File: src/rtl/muldiv_unit_pkg.sv
// Shared encodings for the iterative multiply/divide unit: operation codes
// (also used by the ALU control decoder) and FSM state encodings.
package muldiv_unit_pkg;

    typedef enum logic [1:0] {
        MD_MULT  = 2'b00,
        MD_MULTU = 2'b01,
        MD_DIV   = 2'b10,
        MD_DIVU  = 2'b11
    } md_op_e;

    typedef enum logic [1:0] {
        MD_IDLE = 2'b00,
        MD_RUN  = 2'b01,
        MD_DONE = 2'b10
    } md_state_e;

    // The two signed operations share a clear op[0], so signedness is one bit.
    function automatic logic md_op_signed(input logic [1:0] op);
        return ~op[0];
    endfunction

    function automatic logic md_op_is_div(input logic [1:0] op);
        return op[1];
    endfunction

endpackage

File: src/rtl/muldiv_unit_sign_fix.sv
// Conditional two's-complement negate. It takes the absolute value of an
// operand (neg_i = operand sign) and restores the sign of a result.
module muldiv_unit_sign_fix #(
    parameter int W = 32
) (
    input  logic [W-1:0] val_i,
    input  logic         neg_i,
    output logic [W-1:0] val_o
);

    assign val_o = neg_i ? (~val_i + W'(1)) : val_i;

endmodule

File: src/rtl/muldiv_unit.sv
// Iterative 32-bit MULT/MULTU/DIV/DIVU unit with HI/LO result registers.
// One shift-add or restoring-divide step is done per cycle, for WIDTH cycles.
module muldiv_unit
    import muldiv_unit_pkg::*;
#(
    parameter int WIDTH = 32
) (
    input  logic             clk_i,
    input  logic             rst_i,
    input  logic             start_i,
    input  logic [1:0]       op_i,
    input  logic [WIDTH-1:0] src1_i,
    input  logic [WIDTH-1:0] src2_i,
    input  logic             hi_we_i,
    input  logic             lo_we_i,
    input  logic [WIDTH-1:0] wdata_i,
    output logic             busy_o,
    output logic             done_o,
    output logic [WIDTH-1:0] hi_o,
    output logic [WIDTH-1:0] lo_o
);

    localparam int CW = $clog2(WIDTH);

    md_state_e          state_q, state_d;
    logic [CW-1:0]      cnt_q, cnt_d;
    logic               is_div_q, is_div_d;
    logic               neg_res_q, neg_res_d;
    logic               neg_rem_q, neg_rem_d;
    logic               div_zero_q, div_zero_d;
    logic [WIDTH-1:0]   opnd_q, opnd_d;
    logic [2*WIDTH-1:0] acc_q, acc_d;
    logic [WIDTH-1:0]   rem_q, rem_d;
    logic [WIDTH-1:0]   hi_q, hi_d, lo_q, lo_d;
    logic               busy_q, busy_d, done_q, done_d;

    logic               sign1, sign2, accept, last;
    logic [WIDTH-1:0]   abs1, abs2;
    logic [WIDTH:0]     mul_sum, div_shift;
    logic [2*WIDTH-1:0] mul_next, prod_fixed;
    logic               div_ge;
    logic [WIDTH-1:0]   quot_next, rem_next, quot_fixed, rem_fixed;

    assign sign1 = md_op_signed(op_i) & src1_i[WIDTH-1];
    assign sign2 = md_op_signed(op_i) & src2_i[WIDTH-1];

    muldiv_unit_sign_fix #(.W(WIDTH)) u_abs1 (.val_i(src1_i), .neg_i(sign1), .val_o(abs1));
    muldiv_unit_sign_fix #(.W(WIDTH)) u_abs2 (.val_i(src2_i), .neg_i(sign2), .val_o(abs2));

    // Multiply: acc = {partial product, remaining multiplier bits}.
    assign mul_sum  = {1'b0, acc_q[2*WIDTH-1:WIDTH]} + ({1'b0, opnd_q} & {(WIDTH+1){acc_q[0]}});
    assign mul_next = {mul_sum, acc_q[WIDTH-1:1]};

    // Divide: acc low half shifts dividend bits out and quotient bits in.
    assign div_shift = {rem_q, acc_q[WIDTH-1]};
    assign div_ge    = div_shift >= {1'b0, opnd_q};
    assign rem_next  = div_ge ? WIDTH'(div_shift - {1'b0, opnd_q}) : div_shift[WIDTH-1:0];
    assign quot_next = {acc_q[WIDTH-2:0], div_ge};

    muldiv_unit_sign_fix #(.W(2*WIDTH)) u_prod_fix (.val_i(mul_next),  .neg_i(neg_res_q), .val_o(prod_fixed));
    muldiv_unit_sign_fix #(.W(WIDTH))   u_quot_fix (.val_i(quot_next), .neg_i(neg_res_q), .val_o(quot_fixed));
    muldiv_unit_sign_fix #(.W(WIDTH))   u_rem_fix  (.val_i(rem_next),  .neg_i(neg_rem_q), .val_o(rem_fixed));

    assign accept = start_i && (state_q != MD_RUN);
    assign last   = (state_q == MD_RUN) && (cnt_q == CW'(WIDTH - 1));

    always_comb begin
        state_d    = state_q;
        cnt_d      = cnt_q;
        is_div_d   = is_div_q;
        neg_res_d  = neg_res_q;
        neg_rem_d  = neg_rem_q;
        div_zero_d = div_zero_q;
        opnd_d     = opnd_q;
        acc_d      = acc_q;
        rem_d      = rem_q;
        hi_d       = hi_q;
        lo_d       = lo_q;
        done_d     = 1'b0;

        case (state_q)
            MD_RUN:  state_d = last ? MD_DONE : MD_RUN;
            default: state_d = start_i ? MD_RUN : MD_IDLE;
        endcase

        if (accept) begin
            cnt_d      = '0;
            is_div_d   = md_op_is_div(op_i);
            neg_res_d  = sign1 ^ sign2;
            neg_rem_d  = sign1;
            div_zero_d = md_op_is_div(op_i) && (src2_i == '0);
            opnd_d     = md_op_is_div(op_i) ? abs2 : abs1;
            acc_d      = {{WIDTH{1'b0}}, (md_op_is_div(op_i) ? abs1 : abs2)};
            rem_d      = '0;
        end else if (state_q == MD_RUN) begin
            cnt_d = cnt_q + CW'(1);
            if (is_div_q) begin
                acc_d = {acc_q[2*WIDTH-1:WIDTH], quot_next};
                rem_d = rem_next;
            end else begin
                acc_d = mul_next;
            end
            if (last) begin
                done_d = 1'b1;
                if (is_div_q) begin
                    // Divide by zero: the remainder path already yields src1, only LO is forced.
                    lo_d = div_zero_q ? '1 : quot_fixed;
                    hi_d = rem_fixed;
                end else begin
                    {hi_d, lo_d} = prod_fixed;
                end
            end
        end else begin
            if (hi_we_i) hi_d = wdata_i;
            if (lo_we_i) lo_d = wdata_i;
        end

        busy_d = (state_d == MD_RUN);
    end

    always_ff @(posedge clk_i) begin
        if (rst_i) begin
            state_q    <= MD_IDLE;
            cnt_q      <= '0;
            is_div_q   <= 1'b0;
            neg_res_q  <= 1'b0;
            neg_rem_q  <= 1'b0;
            div_zero_q <= 1'b0;
            opnd_q     <= '0;
            acc_q      <= '0;
            rem_q      <= '0;
            hi_q       <= '0;
            lo_q       <= '0;
            busy_q     <= 1'b0;
            done_q     <= 1'b0;
        end else begin
            state_q    <= state_d;
            cnt_q      <= cnt_d;
            is_div_q   <= is_div_d;
            neg_res_q  <= neg_res_d;
            neg_rem_q  <= neg_rem_d;
            div_zero_q <= div_zero_d;
            opnd_q     <= opnd_d;
            acc_q      <= acc_d;
            rem_q      <= rem_d;
            hi_q       <= hi_d;
            lo_q       <= lo_d;
            busy_q     <= busy_d;
            done_q     <= done_d;
        end
    end

    assign busy_o = busy_q;
    assign done_o = done_q;
    assign hi_o   = hi_q;
    assign lo_o   = lo_q;

endmodule

File: config.mk
export PLATFORM = sky130hd
export DESIGN_NAME = muldiv_unit
export DESIGN_NICKNAME = d
export VERILOG_FILES = /design/src/rtl/muldiv_unit_pkg.sv /design/src/rtl/muldiv_unit_sign_fix.sv /design/src/rtl/muldiv_unit.sv
export SDC_FILE = /design/constraint.sdc
export NUM_CORES = 1
export LEC_CHECK = 0
export ABC_AREA = 1
export CAP_MARGIN = 30
export CELL_PAD_IN_SITES_DETAIL_PLACEMENT = 0
export CELL_PAD_IN_SITES_GLOBAL_PLACEMENT = 1
export CORE_MARGIN = 10
export CORE_UTILIZATION = 46
export CTS_CLUSTER_SIZE = 8
export DETAILED_ROUTE_END_ITERATION = 6
export DONT_BUFFER_PORTS = 1
export PLACE_DENSITY_LB_ADDON = 0.1
export SLEW_MARGIN = 30
export SYNTH_ARGS = -nofsm -noshare
export SYNTH_HDL_FRONTEND = slang
export SYNTH_SLANG_ARGS = --single-unit
File: constraint.sdc
create_clock -name clk_i -period 4.28 [get_ports clk_i]
set_clock_uncertainty 0.1 [all_clocks]
set_input_delay 0.428 -clock clk_i [delete_from_list [all_inputs] [get_ports clk_i]]
set_output_delay 0.428 -clock clk_i [all_outputs]
set_load 0.005 [all_outputs]
**Yosys cells after proc, flatten, opt, wreduce, memory -nomap -nowiden**

Index checks and enable logic that the tools add are counted.

- Add/subtract/negate cells: 8
- Order comparisons: 1
- Equality and inequality tests: 5
- Multiplexer cells: 24
- Bitwise gates (word level): 13
- Reduce and logical (&&, ||, !) cells: 13

Operator list:

| cell | number |
|---|---|
| 32-bit two-way mux | 19 |
| 32-bit by 1-bit adder with 32-bit output, second input constant | 4 |
| 32-bit inverter | 4 |
| 64-bit by 1-bit adder with 64-bit output, second input constant | 1 |
| 64-bit two-way mux | 1 |
| 64-bit inverter | 1 |
| 32-bit by 33-bit adder with 33-bit output | 1 |
| 32-bit by 33-bit AND with 33-bit output | 1 |
| 33-bit by 32-bit >= comparator with 1-bit output | 1 |
| 32-bit zero test | 1 |
| 32-bit subtractor | 1 |
| 3-bit AND reduction | 2 |
| 2-bit nonzero test | 3 |
| 5-bit by 1-bit adder with 5-bit output, second input constant | 1 |
| 5-bit equality test, second input constant | 1 |
| 2-bit by 1-bit equality test with 1-bit output, second input constant | 2 |
| 2-bit two-way mux | 2 |
| 1-bit inverter | 4 |
| 2-bit AND reduction | 2 |
| 1-bit logical AND | 3 |
| 3-bit OR reduction | 1 |
| 1-bit AND | 2 |
| 1-bit two-way mux | 2 |
| 2-bit by 1-bit inequality test with 1-bit output, second input constant | 1 |
| 3 further kinds | 3 |

- Flip-flop bits (word level): 205
- Bits of input ports: 103
- Output and inout bits: 66

**Longest topological paths before layout**

Gate-level depths: netlist of run 1.

- Word-level depth: 8
- Depth in mapped cells: 28

**Cells and area by module**

A second synthesis of run 1 with hierarchy kept.

- Cell total of the unflattened synthesis: 3794
- Area total of the unflattened synthesis: 21727.1 um^2

Modules (own cells, without submodules):

| module | instances | cells each | area each (um^2) |
|---|---|---|---|
| muldiv_unit | 1 | 2388 | 14826.7 |
| muldiv_unit_sign_fix (u_abs1 ...) | 4 | 227 | 1108.6 |
| muldiv_unit_sign_fix (u_prod_fix) | 1 | 498 | 2466.1 |

**Least setup slack after synthesis of run 1**

No wires, ideal clock.

- Kind: reg2reg
- Start point: reg acc_q[0]
- End point: reg hi_q[23], in the netlist hi_o[23]
- Library setup time: 70 ps
- Data arrival time: 3132 ps
- Required time: 4110 ps
- Setup slack: 978 ps
- Stages on the path, launching flop included: 26
- Buffers on the path: 2
- Cell sequence: dfxtp_1 -> clkbuf_1 -> clkbuf_1 -> nand2_1 -> inv_1 -> ha_1 -> fa_1 -> nand3_1 -> nand2_1 -> nand2_1 -> nand2_1 -> or2_2 -> nand2_1 -> inv_1 -> nor2_1 -> nand3_1 -> nor2_2 -> nand3_1 -> nor2_2 -> nand2_1 -> nand2_1 -> or2_2 -> nand3_1 -> nand2_1 -> nand2_1 -> a21oi_1

- Word-level cells in the longest chain between the ends: 8

RTL lines:

| item | RTL line | source |
|---|---|---|
| start: declaration | muldiv_unit.sv:32 | `logic [2*WIDTH-1:0] acc_q, acc_d;` |
| start signal: assignment | muldiv_unit.sv:130 | `acc_q <= '0;` |
| start signal: assignment | muldiv_unit.sv:144 | `acc_q <= acc_d;` |
| 32-bit by 33-bit AND with 33-bit output * | muldiv_unit.sv:51 | `assign mul_sum = {1'b0, acc_q[2*WIDTH-1:WIDTH]} + ({1'b0, opnd_q} & {(WIDTH+1){acc_q[0]}});` |
| 32-bit by 33-bit adder with 33-bit output * | muldiv_unit.sv:51 |  |
| 64-bit inverter | muldiv_unit_sign_fix.sv:11 | `assign val_o = neg_i ? (~val_i + W'(1)) : val_i;` |
| 64-bit by 1-bit adder with 64-bit output | muldiv_unit_sign_fix.sv:11 |  |
| 64-bit two-way mux * | muldiv_unit_sign_fix.sv:11 |  |
| 32-bit two-way mux * | muldiv_unit.sv:105 | `if (is_div_q) begin` |
| 32-bit two-way mux * | muldiv_unit.sv:103 | `if (last) begin` |
| 32-bit two-way mux * | muldiv_unit.sv:95 | `end else if (state_q == MD_RUN) begin` |
| end signal: assignment | muldiv_unit.sv:146 | `hi_q <= hi_d;` |
| end: declaration | muldiv_unit.sv:34 | `logic [WIDTH-1:0] hi_q, hi_d, lo_q, lo_d;` |

Every way passes the cells marked *; elsewhere a longest branch is shown, timed or not. The select of a mux whose other input is x is not followed.
A chain may end at the register's enable or synchronous reset.

**Final worst setup path of run 1**

- Start point: reg opnd_q[10]
- End point: reg hi_q[27], in the netlist hi_o[27]

- Word-level cells in the longest chain between the ends: 8
- Elaborated cells between the ends (all ways): 14
- Those cells by class: add/sub (4); order compare (1); mux (6); bitwise (3)

RTL lines:

| item | RTL line | source |
|---|---|---|
| start: declaration | muldiv_unit.sv:31 | `logic [WIDTH-1:0] opnd_q, opnd_d;` |
| start signal: assignment | muldiv_unit.sv:143 | `opnd_q <= opnd_d;` |
| 32-bit by 33-bit AND with 33-bit output (tied with other cells) | muldiv_unit.sv:51 |  |
| 32-bit by 33-bit adder with 33-bit output / 32-bit two-way mux (equally long branches) | muldiv_unit.sv:51, muldiv_unit.sv:57 |  |
| 64-bit inverter / 32-bit inverter (equally long branches) | muldiv_unit_sign_fix.sv:11 |  |
| 64-bit by 1-bit adder with 64-bit output / 32-bit by 1-bit adder with 32-bit output (equally long branches) | muldiv_unit_sign_fix.sv:11 |  |
| 64-bit two-way mux / 32-bit two-way mux (equally long branches) | muldiv_unit_sign_fix.sv:11 |  |
| 32-bit two-way mux * | muldiv_unit.sv:105 |  |
| 32-bit two-way mux * | muldiv_unit.sv:103 |  |
| 32-bit two-way mux * | muldiv_unit.sv:95 |  |

Marks and branches as above.

==> results of run 1 <==
## synth_stat cells, types with 4 or more instances
cell and instances:
a21o_1 8, o22ai_1 6, o21ai_0 220, o31ai_1 6, o21ai_1 15, nor2_4 8, o221ai_1 23, buf_1 13
nand2_1 883, inv_2 22, dfxtp_1 204, o21bai_1 10, a22oi_1 9, or2_2 12, inv_1 506, nor2_1 315
xor2_1 70, buf_4 6, nor4_1 16, nand3_1 191, a221oi_1 19, clkbuf_1 110, nand2_2 27, ha_1 71
a221o_1 5, a31oi_1 41, nand2_4 7, nor2_2 14, nand3b_1 13, nor3_1 53, buf_2 6, clkinv_1 5
xnor2_1 31, buf_6 4, nand4_1 40, o21a_1 4, a21oi_2 4, o211ai_1 104, a21oi_1 223
## what timing repair did
action | in CTS | in global routing
cloned | 1 | 1
setup buffers | 0 | 3
hold endpoints to repair | 53 | 0
hold buffers | 26 | 0
gates resized for setup | 4 | 16
pin swaps | 1 | 3
setup endpoints to repair | 17 | 28
## path summary, 6_finish.rpt
| check | slack, ns | end |
|---|---|---|
| setup / recovery | 0.18 | hi_o[27] |
| hold reg to reg | 0.38 | cnt_q[1] |
| setup reg to reg | 0.18 | hi_o[27] |
| hold / removal | 0.005 | hi_o[29] |
## critical path, delay by kind of cell, from the launching register on
| kind | cells | cell delay (ns) |
|---|---|---|
| AND/OR/NAND/NOR | 16 | 2.34 |
| flip-flops | 1 | 0.53 |
| adder cells (fa/ha/maj) | 1 | 0.38 |
| AO/OA/AOI/OAI | 2 | 0.33 |
| buffers and inverters | 3 | 0.31 |
## per-stage QoR
stage	utilization (%)	instance area [um^2]	setup WS (ns)
detailed placement	48.00	20220	-0.2740
floorplan	-	19700	0.9782
global placement	47.99	20220	-0.2488
finish	50.83	21420	0.1763
CTS	50.63	21330	0.02423
global route	50.83	21420	0.01007
## layer usage
layer	wire length (um)	part of all wire (%)	GRT usage (%)
met1	37890	43	45.35
met2	36990	42	49.09
met3	9301	11	5.375
met4	4131	4.7	14.43
met5	0	0	0
## kinds of logic after synthesis
family                     after synthesis  share of synthesized area (%)
xor gates and xnor gates               101                          4.491
buffers and inverters                  679                          13.60
adders and majority gates               73                          4.714
and+or+nand+nor                       1594                          34.71
AOI/OAI and AO/OA                      715                          21.75
DFF                                    204                          20.73
## where the power goes
group | internal, uW | leakage, uW | switching [uW]
logic | 873 | 0.00896 | 2060
registers | 2030 | 0.00168 | 196
clock network | 1290 | 0.000399 | 938
total | 4200 | 0.0110 | 3200
## area by class of cell
class                      instances  area share (%)
sequential                       204           19.13
inverter                         533           9.353
tap                              539           3.149
clock buffer                      30           3.505
timing repair buffer              93           3.610
clock inverter                     4          0.3388
multi-input combinational       2485           60.91
## registers in the layout (all words and copies together), names as in the netlist
register / count
acc_q: 64
hi_o: 32
lo_o: 32
opnd_q: 32
rem_q: 32
cnt_q: 5
busy_o: 1
div_zero_q: 1
done_o: 1
is_div_q: 1
neg_rem_q: 1
neg_res_q: 1
state_q: 1
==> run summary, run 1 <==
status: finished, final reports clean
GPL Wtd Cong: 1.042
hold slack final: 0.004678 ns
post-synth top area share: 20.73%
Mean Syn Cell Area: 5.852 um^2
Setup Viol. Count Final: 0
width of the die: 226.9 um
Worst EP required: 4.69 ns
Slew Limit Fails: 0
hold-critical path depth: 2
Vias/cell: 5.933
Final min period: 4.104 ns
Register Area: 0.004098 mm^2
Global Route Usage Sum: 32.78%
total grt overflow: 0
largest cells by area after synthesis: dfxtp_1, nand2_1, inv_1, nor2_1, a21oi_1
EDFF count, synth: 0
synthesized flop and latch total: 204
most used cell, CP: nand2_1
row count: 75
Clock Sinks: 204
I/O pins: 169
pin count of the biggest net entering global routing: 70
Critical Path Start Type: register
r2r startpoint: opnd_q[10]
worst reg2reg path depth: 22
Slew Limit Headroom: 37.64%
Syn Inst Count: 3366
Yosys top cell by area: dfxtp_1
CP max stage cell: dfxtp_1
worst skew pair latency: 0.60 ns
Netlist cell types: 61
most frequent cells in the layout: nand2_1, inv_1, nor2_1
first-pass GRT wire length: 129600 um
Peak VDD IR: 0.3113 mV
initial antenna violation count: 0
hold crit path type: input port to register
FMAX: 243.7 MHz
Worst Setup SP: opnd_q[10]
DRT antenna net count: 0
first drt pass iteration count: 6
CTS Buf Count: 30
critical-path cell list: inv_1, ha_1, nand2_1, inv_1, nand2_1, nor2_1, nand4_1, nand3_1, nand2_1, nand2_1, nand2_1, o21ai_2, nand2_1, inv_2, nand3_1, nor2_1, nand2_1, nand3_1, nand3_1, nand2_1, nand2_1, a21oi_1
period utilisation layout: 95.88%
Root Buffer: clkbuf_16
CTS Buffer Depth: 3
mapped cell area: 0.01970 mm^2
RSZ-0062 raised after global routing: no
CTS tree: yes
die area: 0.05150 mm^2
Port Buffers: 0
DP HPWL: 70950 um
Seq/Total Area, Yosys: 20.73%
Ant. Diodes: 0
via count of the first global-routing pass: 20870
min-delay src: wdata_i[29]
Initial Util: 46.75%
Core Region: 0.04213 mm^2
cell area power density: 345.2 mW/mm^2
multi-input logic area: 0.01305 mm^2
Finished Layout Cells: 3888
endpoints failing hold: 0
final net count: 3523
Worst Max-Slew Pin Slew: 0.9344 ns
CP max FO: 7
Ys Warns: 0
H-tree levels: 1
Synth async-reset ratio: 0%
# fillers: 4448
most used flip-flop cell after synthesis: dfxtp_1
CP endpoint kind: register
Starting DRT DRC Count: 2838
DIE HEIGHT: 226.9 um
via count: 23070
WS Path Type: register to register
drt wl/cell: 22.72 um
DP Cell Count: 3823
maxcap violations: 0
Setup TNS Final: 0 ns
commonest non-fill, non-tap cell in the layout: nand2_1
share of post-route cells with drive strength above 1: 7.226%
CP max stage delay: 0.53 ns
overall power: 7392 uW
Worst Path Arrival: 4.52 ns
drt drc: 0
Layout area overhead: 8.735%
final wirelength: 88320 um
clock slew at reported path FFs: 0.06 ns
LEAKAGE: 0.01103 uW
Synthesized Nets: 3542
Power figures use the tool's default switching activity.
==> run 2, diff against run 1 <==
--- a/config.mk
+++ b/config.mk
@@ -7,13 +7,14 @@
 export LEC_CHECK = 0
 export ABC_AREA = 1
 export CAP_MARGIN = 30
-export CELL_PAD_IN_SITES_DETAIL_PLACEMENT = 0
-export CELL_PAD_IN_SITES_GLOBAL_PLACEMENT = 1
+export CELL_PAD_IN_SITES_DETAIL_PLACEMENT = 2
+export CELL_PAD_IN_SITES_GLOBAL_PLACEMENT = 2
 export CORE_MARGIN = 10
-export CORE_UTILIZATION = 46
+export CORE_UTILIZATION = 35
 export CTS_CLUSTER_SIZE = 8
 export DETAILED_ROUTE_END_ITERATION = 6
 export DONT_BUFFER_PORTS = 1
+export GPL_ROUTABILITY_DRIVEN = 0
 export PLACE_DENSITY_LB_ADDON = 0.1
 export SLEW_MARGIN = 30
 export SYNTH_ARGS = -nofsm -noshare
==> run 2 against run 1 <==
Clock power increased by 5%; power increased by 4.5%; final cell count increased by 5.8%; register-to-register slack about the same; sequential power about the same; combinational power increased by 6%; wire length increased by 22%; worst hold slack improved by 0.015 ns; global-route usage decreased by 1.7 points; non-clock buffer count increased by 12; worst setup slack improved by 0.0089 ns.
==> run summary, run 2 (same netlist as run 1, synthesis figures left out) <==
Port Buffers: 0
worst reg2reg path depth: 24
first-pass GRT wire length: 160900 um
busiest layer in global routing: met2
cell area power density: 352.9 mW/mm^2
CTS tree: yes
flop-to-flop setup slack: 0.19 ns
drt drc: 0
Global Route Usage Sum: 31.04%
CTS Buf Count: 30
DIE HEIGHT: 257.2 um
switching share of power: 44.84%
min-delay src: wdata_i[19]
Root Buffer: clkbuf_16
met1 Use GR: 40.35%
CP max FO: 9
max FFs per register: 64
Initial Util: 35.54%
Layout area overhead: 11.08%
r2r startpoint: opnd_q[8]
worst flop-to-flop path endpoint: hi_o[26]
Setup Viol. Count Final: 0
part of the power in registers: 29.0%
I/O pins: 169
Slew Limit Headroom: 29.31%
row count: 86
Worst EP required: 4.69 ns
DRT antenna net count: 0
width of the die: 257.2 um
Core Region: 0.05542 mm^2
Starting DRT DRC Count: 1992
CP endpoint kind: register
hold-critical path depth: 2
die area: 0.06616 mm^2
period utilisation layout: 95.67%
M2 GR Usage: 51.79%
Internal: 4260 uW
DP HPWL: 85760 um
power share of the clock group: 30.4%
overall power: 7722 uW
worst skew pair latency: 0.61 ns
drt wl/cell: 26.11 um
initial antenna violation count: 1
pin count of the biggest net entering global routing: 69
CTS Buffer Depth: 3
Critical Path Start Type: register
Worst Path Arrival: 4.51 ns
first drt pass iteration count: 5
Top reg by flops: acc_q
clock slew at reported path FFs: 0.06 ns
Vias/cell: 5.828
commonest non-fill, non-tap cell in the layout: nand2_1
WS Path Type: register to register
status: finished, final reports clean
LEAKAGE: 0.01111 uW
Setup TNS Final: 0 ns
via count of the first global-routing pass: 25360
Slew Limit Fails: 0
P_sw: 3462 uW
via count: 23970
GR Util met3: 4.287%
most frequent cells in the layout: nand2_1, inv_1, nor2_1
Min-Delay Endpoint: hi_o[19]
final wirelength: 107400 um
hold crit path type: input port to register
Worst Max-Slew Pin Slew: 1.060 ns
FMAX: 244.2 MHz
Gate power share: 40.6%
Clock Sinks: 204
final net count: 3533
maxcap violations: 0
share of post-route cells with drive strength above 1: 7.701%
endpoints failing hold: 0
Worst Setup SP: opnd_q[8]
Final min period: 4.095 ns
H-tree levels: 1
Peak VDD IR: 0.3102 mV
total grt overflow: 0
Setup Buffers After CTS: 0
==> run 2: cell count changes in the layout (fill, tap and decap cells not counted), moves of 4 or more <==
cell	delta
clkbuf_1	+4
dlygate4sd3_1	+10
dfxtp_1	-6
dfxtp_2	+6
ha_1	-6
ha_2	+6
==> run 2: power by group through the flow <==
stage | clock network [uW] | logic [uW] | registers (uW)
2_1_floorplan | 0 | 2060 | 2130
3_3_place_gp | 0 | 2860 | 2250
3_5_place_dp | 0 | 2990 | 2260
4_1_cts | 2360 | 3060 | 2220
5_1_grt | 2420 | 3430 | 2250
6_report | 2350 | 3130 | 2240
==> run 2: area by class of cell <==
type | count | area (um^2)
antenna | 1 | 2.502
clock buffer | 36 | 793.3
clock inverter | 2 | 60.06
fill | 7070 | 33540
inverter | 533 | 2001
multi-input combinational | 2483 | 13060
sequential | 204 | 4105
tap | 748 | 935.9
timing repair buffer | 105 | 917.1
==> run 2: how the worst max path moves through the flow <==
stage | to | slack (ns) | depth (start not counted)
3_5_place_dp | hi_o[29] | -0.02 | 24
4_1_cts | hi_o[29] | 0.01 | 24
2_1_floorplan | hi_o[23] | 0.98 | 25
6_report | hi_o[26] | 0.19 | 24
3_3_place_gp | hi_o[29] | 0.16 | 24
5_1_grt | hi_o[29] | -0.01 | 24
==> run 2: timing repair <==
| action | 4_1_cts | 5_1_grt |
|---|---|---|
| hold endpoints to repair | 64 | 0 |
| hold buffers | 36 | 0 |
| gates resized for setup | 3 | 35 |
| pin swaps | 0 | 2 |
| endpoints found under the setup margin | 3 | 24 |
==> run 2: routing by layer <==
metal	share of wire [%]	vias to the layer above
met1	44	12120
met3	6.2	168
met4	3.5	2
li1	-	10930
met2	46	750
met5	0.012	-
==> run 2: stage by stage <==
| step | util (%) | cells | hold slack (ns) | cell area (um^2) | worst slack (ns) |
|---|---|---|---|---|---|
| 2_1_floorplan | - | 3366 | 0.3453 | 19700 | 0.9782 |
| 5_1_grt | 39.48 | 4111 | 0.01195 | 21880 | -0.01323 |
| 6_report | 39.48 | 4112 | 0.01942 | 21880 | 0.1852 |
| 3_3_place_gp | 37.07 | 4037 | 0.3528 | 20540 | 0.1648 |
| 3_5_place_dp | 37.07 | 4037 | 0.3698 | 20540 | -0.01935 |
| 4_1_cts | 39.30 | 4111 | 0.001238 | 21780 | 0.01070 |
==> run 2: worst max-delay path, cell delays in order (launching register included) <==
cell,delay [ns]
dfxtp_2,0.46
inv_1,0.08
ha_2,0.35
nand2_2,0.14
inv_2,0.06
a21oi_4,0.21
nand3_2,0.21
nand2_2,0.15
nand2_4,0.07
nand2_4,0.09
nand2_8,0.10
o21ai_4,0.26
ha_1,0.23
inv_1,0.07
nor2_2,0.14
nand2_1,0.12
nor2_4,0.15
nand3_1,0.11
nand2_2,0.13
nand2_1,0.07
nand2_1,0.07
nand3_1,0.21
nand2_1,0.15
nand2_1,0.06
a21oi_1,0.17
